`config.mk`:
```
export PLATFORM = sky130hd
export DESIGN_NAME = mult_div_unit_flat
export DESIGN_NICKNAME = d
export VERILOG_FILES = /design/src/rtl/mult_div_unit_if.sv /design/src/rtl/mult_div_unit.sv /design/src/flat_wrapper.sv
export SDC_FILE = /design/constraint.sdc
export NUM_CORES = 1
export LEC_CHECK = 0
export CORE_AREA = 2 2 163 165
export CTS_BUF_LIST = sky130_fd_sc_hd__clkbuf_4 sky130_fd_sc_hd__clkbuf_8
export CTS_CLUSTER_SIZE = 25
export DETAILED_ROUTE_END_ITERATION = 12
export DIE_AREA = 0 0 165 167
export DONT_BUFFER_PORTS = 1
export PLACE_DENSITY = 0.68
export SLEW_MARGIN = 20
export SYNTH_ARGS = -nofsm -noshare
export SYNTH_HDL_FRONTEND = slang
export SYNTH_SLANG_ARGS = --single-unit
```
`constraint.sdc`:
```
create_clock -name clk -period 3.1 [get_ports clk]
set_input_delay 0.465 -clock clk [delete_from_list [all_inputs] [get_ports clk]]
set_output_delay 0.465 -clock clk [all_outputs]
set_load 0.03 [all_outputs]
```
`src/rtl/mult_div_unit_if.sv`:
```
// Datapath-side bundle for the iterative multiply/divide unit.
// The master is the decoder/datapath; the slave is the unit itself.
interface mult_div_unit_if #(
  parameter int WIDTH = 32
);
  logic             start;
  logic [1:0]       op;
  logic [WIDTH-1:0] a;
  logic [WIDTH-1:0] b;
  logic             hi_we;
  logic             lo_we;
  logic [WIDTH-1:0] wdata;
  logic [WIDTH-1:0] hi;
  logic [WIDTH-1:0] lo;
  logic             busy;
  logic             done;

  modport master (
    output start, op, a, b, hi_we, lo_we, wdata,
    input  hi, lo, busy, done
  );

  modport slave (
    input  start, op, a, b, hi_we, lo_we, wdata,
    output hi, lo, busy, done
  );
endinterface

```
`src/rtl/mult_div_unit.sv`:
```
// Iterative MULT/MULTU/DIV/DIVU unit with HI/LO, one bit per cycle.
// Define MDU_SIGNED_OPS_EN to enable signed MULT/DIV; otherwise all ops are unsigned.
module mult_div_unit #(
  parameter int WIDTH = 32
) (
  input logic             clk,
  input logic             reset,
  mult_div_unit_if.slave  bus
);

  typedef enum logic [1:0] {IDLE, RUN, DONE} state_t;

  state_t                 state_reg, state_next;
  logic [5:0]             count_reg;
  logic [2*WIDTH-1:0]     acc_reg;
  logic [2*WIDTH-1:0]     acc_next;
  logic [WIDTH-1:0]       operand_reg;
  logic [WIDTH-1:0]       dividend_reg;
  logic                   is_div_reg;
  logic                   div_zero_reg;
  logic [WIDTH-1:0]       hi_reg;
  logic [WIDTH-1:0]       lo_reg;

  logic                   start_accept;
  logic                   last_iter;
  logic                   is_div;
  logic [WIDTH-1:0]       mag_a;
  logic [WIDTH-1:0]       mag_b;
  logic [WIDTH:0]         mul_sum;
  logic [WIDTH:0]         div_shift;
  logic [WIDTH:0]         div_trial;
  logic [WIDTH-1:0]       res_hi;
  logic [WIDTH-1:0]       res_lo;

  assign is_div       = bus.op[1];
  assign start_accept = bus.start && (state_reg != RUN);
  assign last_iter    = (state_reg == RUN) && (count_reg == 6'(WIDTH - 1));

`ifdef MDU_SIGNED_OPS_EN
  logic a_neg, b_neg;
  logic neg_q_reg, neg_r_reg;

  assign a_neg = bus.op[0] & bus.a[WIDTH-1];
  assign b_neg = bus.op[0] & bus.b[WIDTH-1];
  assign mag_a = a_neg ? -bus.a : bus.a;
  assign mag_b = b_neg ? -bus.b : bus.b;

  // Product sign and quotient sign share one flag; remainder follows the dividend.
  always_ff @(posedge clk) begin
    if (reset) begin
      neg_q_reg <= 1'b0;
      neg_r_reg <= 1'b0;
    end else if (start_accept) begin
      neg_q_reg <= a_neg ^ b_neg;
      neg_r_reg <= a_neg;
    end
  end
`else
  logic unused_op_sign;

  assign mag_a          = bus.a;
  assign mag_b          = bus.b;
  assign unused_op_sign = bus.op[0];
`endif

  always_ff @(posedge clk) begin
    if (reset) begin
      state_reg <= IDLE;
    end else begin
      state_reg <= state_next;
    end
  end

  always_comb begin
    state_next = state_reg;
    case (state_reg)
      IDLE:    if (bus.start) state_next = RUN;
      RUN:     if (count_reg == 6'(WIDTH - 1)) state_next = DONE;
      DONE:    state_next = bus.start ? RUN : IDLE;
      default: state_next = IDLE;
    endcase
  end

  // Multiply: shift-add with the multiplier in the low half of acc.
  // Divide: restoring, remainder in the upper half, quotient shifting into the lower half.
  always_comb begin
    mul_sum   = {1'b0, acc_reg[2*WIDTH-1:WIDTH]} + (acc_reg[0] ? {1'b0, operand_reg} : '0);
    div_shift = {acc_reg[2*WIDTH-1:WIDTH], acc_reg[WIDTH-1]};
    div_trial = div_shift - {1'b0, operand_reg};
    if (is_div_reg) begin
      if (div_trial[WIDTH]) begin
        acc_next = {div_shift[WIDTH-1:0], acc_reg[WIDTH-2:0], 1'b0};
      end else begin
        acc_next = {div_trial[WIDTH-1:0], acc_reg[WIDTH-2:0], 1'b1};
      end
    end else begin
      acc_next = {mul_sum, acc_reg[WIDTH-1:1]};
    end
  end

  // Final HI/LO image computed from the last iteration's accumulator.
  always_comb begin
    res_hi = acc_next[2*WIDTH-1:WIDTH];
    res_lo = acc_next[WIDTH-1:0];
`ifdef MDU_SIGNED_OPS_EN
    if (is_div_reg) begin
      if (neg_q_reg) res_lo = -acc_next[WIDTH-1:0];
      if (neg_r_reg) res_hi = -acc_next[2*WIDTH-1:WIDTH];
    end else if (neg_q_reg) begin
      {res_hi, res_lo} = -acc_next;
    end
`endif
    if (is_div_reg && div_zero_reg) begin
      res_lo = '1;
      res_hi = dividend_reg;
    end
  end

  always_ff @(posedge clk) begin
    if (reset) begin
      count_reg    <= '0;
      acc_reg      <= '0;
      operand_reg  <= '0;
      dividend_reg <= '0;
      is_div_reg   <= 1'b0;
      div_zero_reg <= 1'b0;
    end else if (start_accept) begin
      count_reg    <= '0;
      acc_reg      <= is_div ? {{WIDTH{1'b0}}, mag_a} : {{WIDTH{1'b0}}, mag_b};
      operand_reg  <= is_div ? mag_b : mag_a;
      dividend_reg <= bus.a;
      is_div_reg   <= is_div;
      div_zero_reg <= (bus.b == '0);
    end else if (state_reg == RUN) begin
      count_reg <= count_reg + 6'd1;
      acc_reg   <= acc_next;
    end
  end

  // MTHI/MTLO land even alongside an accepted start; the result overwrites them later.
  always_ff @(posedge clk) begin
    if (reset) begin
      hi_reg <= '0;
      lo_reg <= '0;
    end else if (last_iter) begin
      hi_reg <= res_hi;
      lo_reg <= res_lo;
    end else if (state_reg != RUN) begin
      if (bus.hi_we) hi_reg <= bus.wdata;
      if (bus.lo_we) lo_reg <= bus.wdata;
    end
  end

  assign bus.hi   = hi_reg;
  assign bus.lo   = lo_reg;
  assign bus.busy = (state_reg == RUN);
  assign bus.done = (state_reg == DONE);

endmodule

```
`src/flat_wrapper.sv`:
```
// flat-port wrapper written by rule: the top's interface ports become plain ports
module mult_div_unit_flat 
#(
  parameter int WIDTH = 32
)
  (clk, reset, bus_start, bus_op, bus_a, bus_b, bus_hi_we, bus_lo_we, bus_wdata, bus_hi, bus_lo, bus_busy, bus_done);
  mult_div_unit_if #(.WIDTH(WIDTH)) bus_i ();
  input logic clk;
  input logic reset;
  input wire logic [$bits(bus_i.start)-1:0] bus_start;
  input wire logic [$bits(bus_i.op)-1:0] bus_op;
  input wire logic [$bits(bus_i.a)-1:0] bus_a;
  input wire logic [$bits(bus_i.b)-1:0] bus_b;
  input wire logic [$bits(bus_i.hi_we)-1:0] bus_hi_we;
  input wire logic [$bits(bus_i.lo_we)-1:0] bus_lo_we;
  input wire logic [$bits(bus_i.wdata)-1:0] bus_wdata;
  output wire logic [$bits(bus_i.hi)-1:0] bus_hi;
  output wire logic [$bits(bus_i.lo)-1:0] bus_lo;
  output wire logic [$bits(bus_i.busy)-1:0] bus_busy;
  output wire logic [$bits(bus_i.done)-1:0] bus_done;
  assign bus_i.start = bus_start;
  assign bus_i.op = bus_op;
  assign bus_i.a = bus_a;
  assign bus_i.b = bus_b;
  assign bus_i.hi_we = bus_hi_we;
  assign bus_i.lo_we = bus_lo_we;
  assign bus_i.wdata = bus_wdata;
  assign bus_hi = bus_i.hi;
  assign bus_lo = bus_i.lo;
  assign bus_busy = bus_i.busy;
  assign bus_done = bus_i.done;
  mult_div_unit #(.WIDTH(WIDTH)) u_core (.clk(clk), .reset(reset), .bus(bus_i));
endmodule
```
==> out/metrics.cfg <==
[status]
run_status=finished with violations
violations=setup timing

[synthesis]
synth-seq-cells=202
synthCells=1754
async_flop_share_pct=0
syn_nets=1924
ys_seq_area_share_pct=29.06
syn_avg_cell_area_sq_um=7.934
ys.flop_type=dfxtp_1
synth_top_cell_area_share_pct=29.06
syn-cell-area_sq_um=13920
synth_common_cells=202 x dfxtp_1, 198 x nand2_1, 174 x a211oi_1, 131 x a21oi_1, 130 x mux2i_1
synth_area_leaders=dfxtp_1 29%, a211oi_1 9.4%, mux2i_1 9.4%, ha_1 5.8%, nand2_1 5.3%
ys_warn_count=0
synth.most_common_cell=dfxtp_1
synth_edf_count=0
yosysTopAreaCell=dfxtp_1
ys_types=72

[pwr]
leakage_nw=7.327
total_power_mw=7.759
vdd_ir_drop_max_v=0.0003874
p_per_area_nw_per_um2=438.9

[timing]
timing.final.ws_setup_ns=-0.1094
drv_slew=0
slew_headroom_pct=34.25
fmax_mhz=311.6
hold_slack_ns=0.03465
finalSetupTns_ns=-1.736
period_share_pct=103.5
rsz0062_at_grt=true
report.final.hold_viol_count=0
final-setup-viol-count=38
period_minus_slack_ns=3.209
fin_skew_ns=0.01997
tightest_slew_ns=0.9838

[global_route]
antenna_found_initial=0
grt_max_degree=133
grt_pass1_wl_um=79700
grt_pass1_vias=14030
gr-usage-all-layers_pct=36.99
gr-total-overflow=0

[critical_path]
crit_type=reg2reg
crit_fanout=5
critPathLaunchType=register
crit_required_ns=3.53
crit_path_end_kind=register
r2r-start=u_core.acc_reg[31]$_SDFFE_PP0P_
rrSetupSlack_ns=-0.11
cp-startpoint=u_core.acc_reg[31]$_SDFFE_PP0P_
reg2reg_depth=14
critPathArrivalTime_ns=3.64
r2r_end=u_core.bus.hi[13]$_SDFFE_PP0P_

[die]
die_h_um=167
rows=59
io_pins=169
die_w_um=165
start_util_pct=54.01
design.core.area_sq_um=25760
dieArea_sq_um=27560

[placed_design]
post-dp-hpwl_um=37040
dp_slack_ns=-0.3164
port_buffers=0
gp_congestion=0.9731

[finish]
drive_gt1_share_pct=25.72
largest_reg_flops=64
area_growth_pct=27.04
nNetsFinal=2088
diodes=0

[route]
via_per_inst=6.544
drt_iter0_drc=1690
routed_wl_um=53010
antenna_left=0
drc=0
wl_per_cell_um=23.26
num_vias=14910
dr.pass1.iters=8

[clock_network]
clk_pin_slew_ns=0.07
h-tree-depth=2
cts-root-buf=clkbuf_8
numCtsBuffers=35
cts_tree=yes
clock-sinks=202
clock_latency_ns=0.55
cts_buffer_depth=3

[worst_hold_path]
whs_endpoint=u_core.bus.lo[28]$_SDFFE_PP0P_
min_from=reset
whs_path_depth=1
hp-class=in2reg

[flow_run]
cap_viol_max_count=0

## per-stage QoR
stage	area, sq um	utilization, %	instances
global placement	15610	60.59	2191
CTS	16830	65.31	2265
global route	17680	68.62	2279
floorplan	13920	-	1754
detailed placement	15610	60.59	2191
finish	17680	68.62	2279
## layout by cell type, fill, tap and decap left out, drive strengths merged, types with 9 or more instances in the layout
master	Yosys	routed
a211oi	174	174
a21o	28	28
a21oi	131	131
a22o	9	9
a31oi	21	21
and2	40	40
and3	39	39
buf	28	256
clkbuf	103	58
dfxtp	202	202
ha	65	65
inv	52	53
mux2	14	14
mux2i	130	130
nand2	198	198
nand2b	12	12
nand3	19	19
nand4	14	14
nor2	126	126
nor2b	12	12
nor3	37	37
nor4	17	17
o211ai	12	12
o21a	14	14
o21ai	67	67
o22ai	34	34
o31ai	15	15
or3	9	9
xnor2	33	33
xor2	23	23
## routing by layer
layer  vias to the layer above  track usage [%]  wire [um]
met2                       894            53.04      22150
met3                       170            9.763       6068
met1                      7037            52.29      22380
li1                       6813                -          -
met5                         -                0          0
met4                         0            15.20       2410
## worst max-delay path: stages, from the launching register on
cell and delay (ns):
dfxtp_2 0.33, inv_2 0.05, ha_4 0.16, fa_2 0.36, nand2b_4 0.17, a21oi_4 0.22
o21ai_4 0.11, a31oi_4 0.28, o31ai_4 0.13, nor3_4 0.24, buf_6 0.17, buf_12 0.15
mux2i_4 0.26, a2111oi_2 0.10, or3_1 0.37
## worst max-delay path by stage
stage	endpoint	slack, ns	cells after the start
finish	u_core.bus.hi[13]$_SDFFE_PP0P_	-0.11	14
global route	u_core.bus.hi[14]$_SDFFE_PP0P_	-0.19	15
CTS	u_core.acc_reg[60]$_SDFFE_PP0P_	-0.001	14
detailed placement	u_core.bus.hi[20]$_SDFFE_PP0P_	-0.32	12
global placement	u_core.acc_reg[37]$_SDFFE_PP0P_	-0.34	16
floorplan	u_core.bus.hi[18]$_SDFFE_PP0P_	0.005	14
## where the power goes
part	internal [mW]	switching, mW	leakage [nW]
clock	1.52	1.17	0.405
combinational	0.909	1.11	5.26
sequential	2.77	0.276	1.67
## timing repair
| item | 4_1_cts | 5_1_grt |
|---|---|---|
| endpoints found under the setup margin | 66 | 66 |
| gates resized for setup | 81 | 162 |
| gates cloned | 4 | 0 |
| hold endpoints to repair | 11 | 0 |
| hold buffers | 2 | 0 |
| setup buffers | 8 | 16 |
| pin swaps | 36 | 72 |
## kinds of logic (layout without fill, tap and decap cells)
kind of cell               after synthesis  after routing  synth area share, %
DFF                                    202            202                29.06
adders and majority gates               67             67                6.132
buffers and inverters                  185            375                5.332
and+or+nand+nor                        528            528                17.50
muxes                                  144            144                10.62
xor gates and xnor gates                56             56                3.525
AOI/OAI and AO/OA                      572            572                27.84
## layout make-up
cell class                      count  area, sq um
Clock buffer                       58        704.4
Clock inverter                      5        56.30
Fill cell                        2118         8085
Inverter                           54        202.7
Multi-Input combinational cell   1367        10100
Sequential cell                   202         4070
Tap cell                          335        419.2
Timing Repair Buffer              258         2123
(Power assumes the default switching activity.)
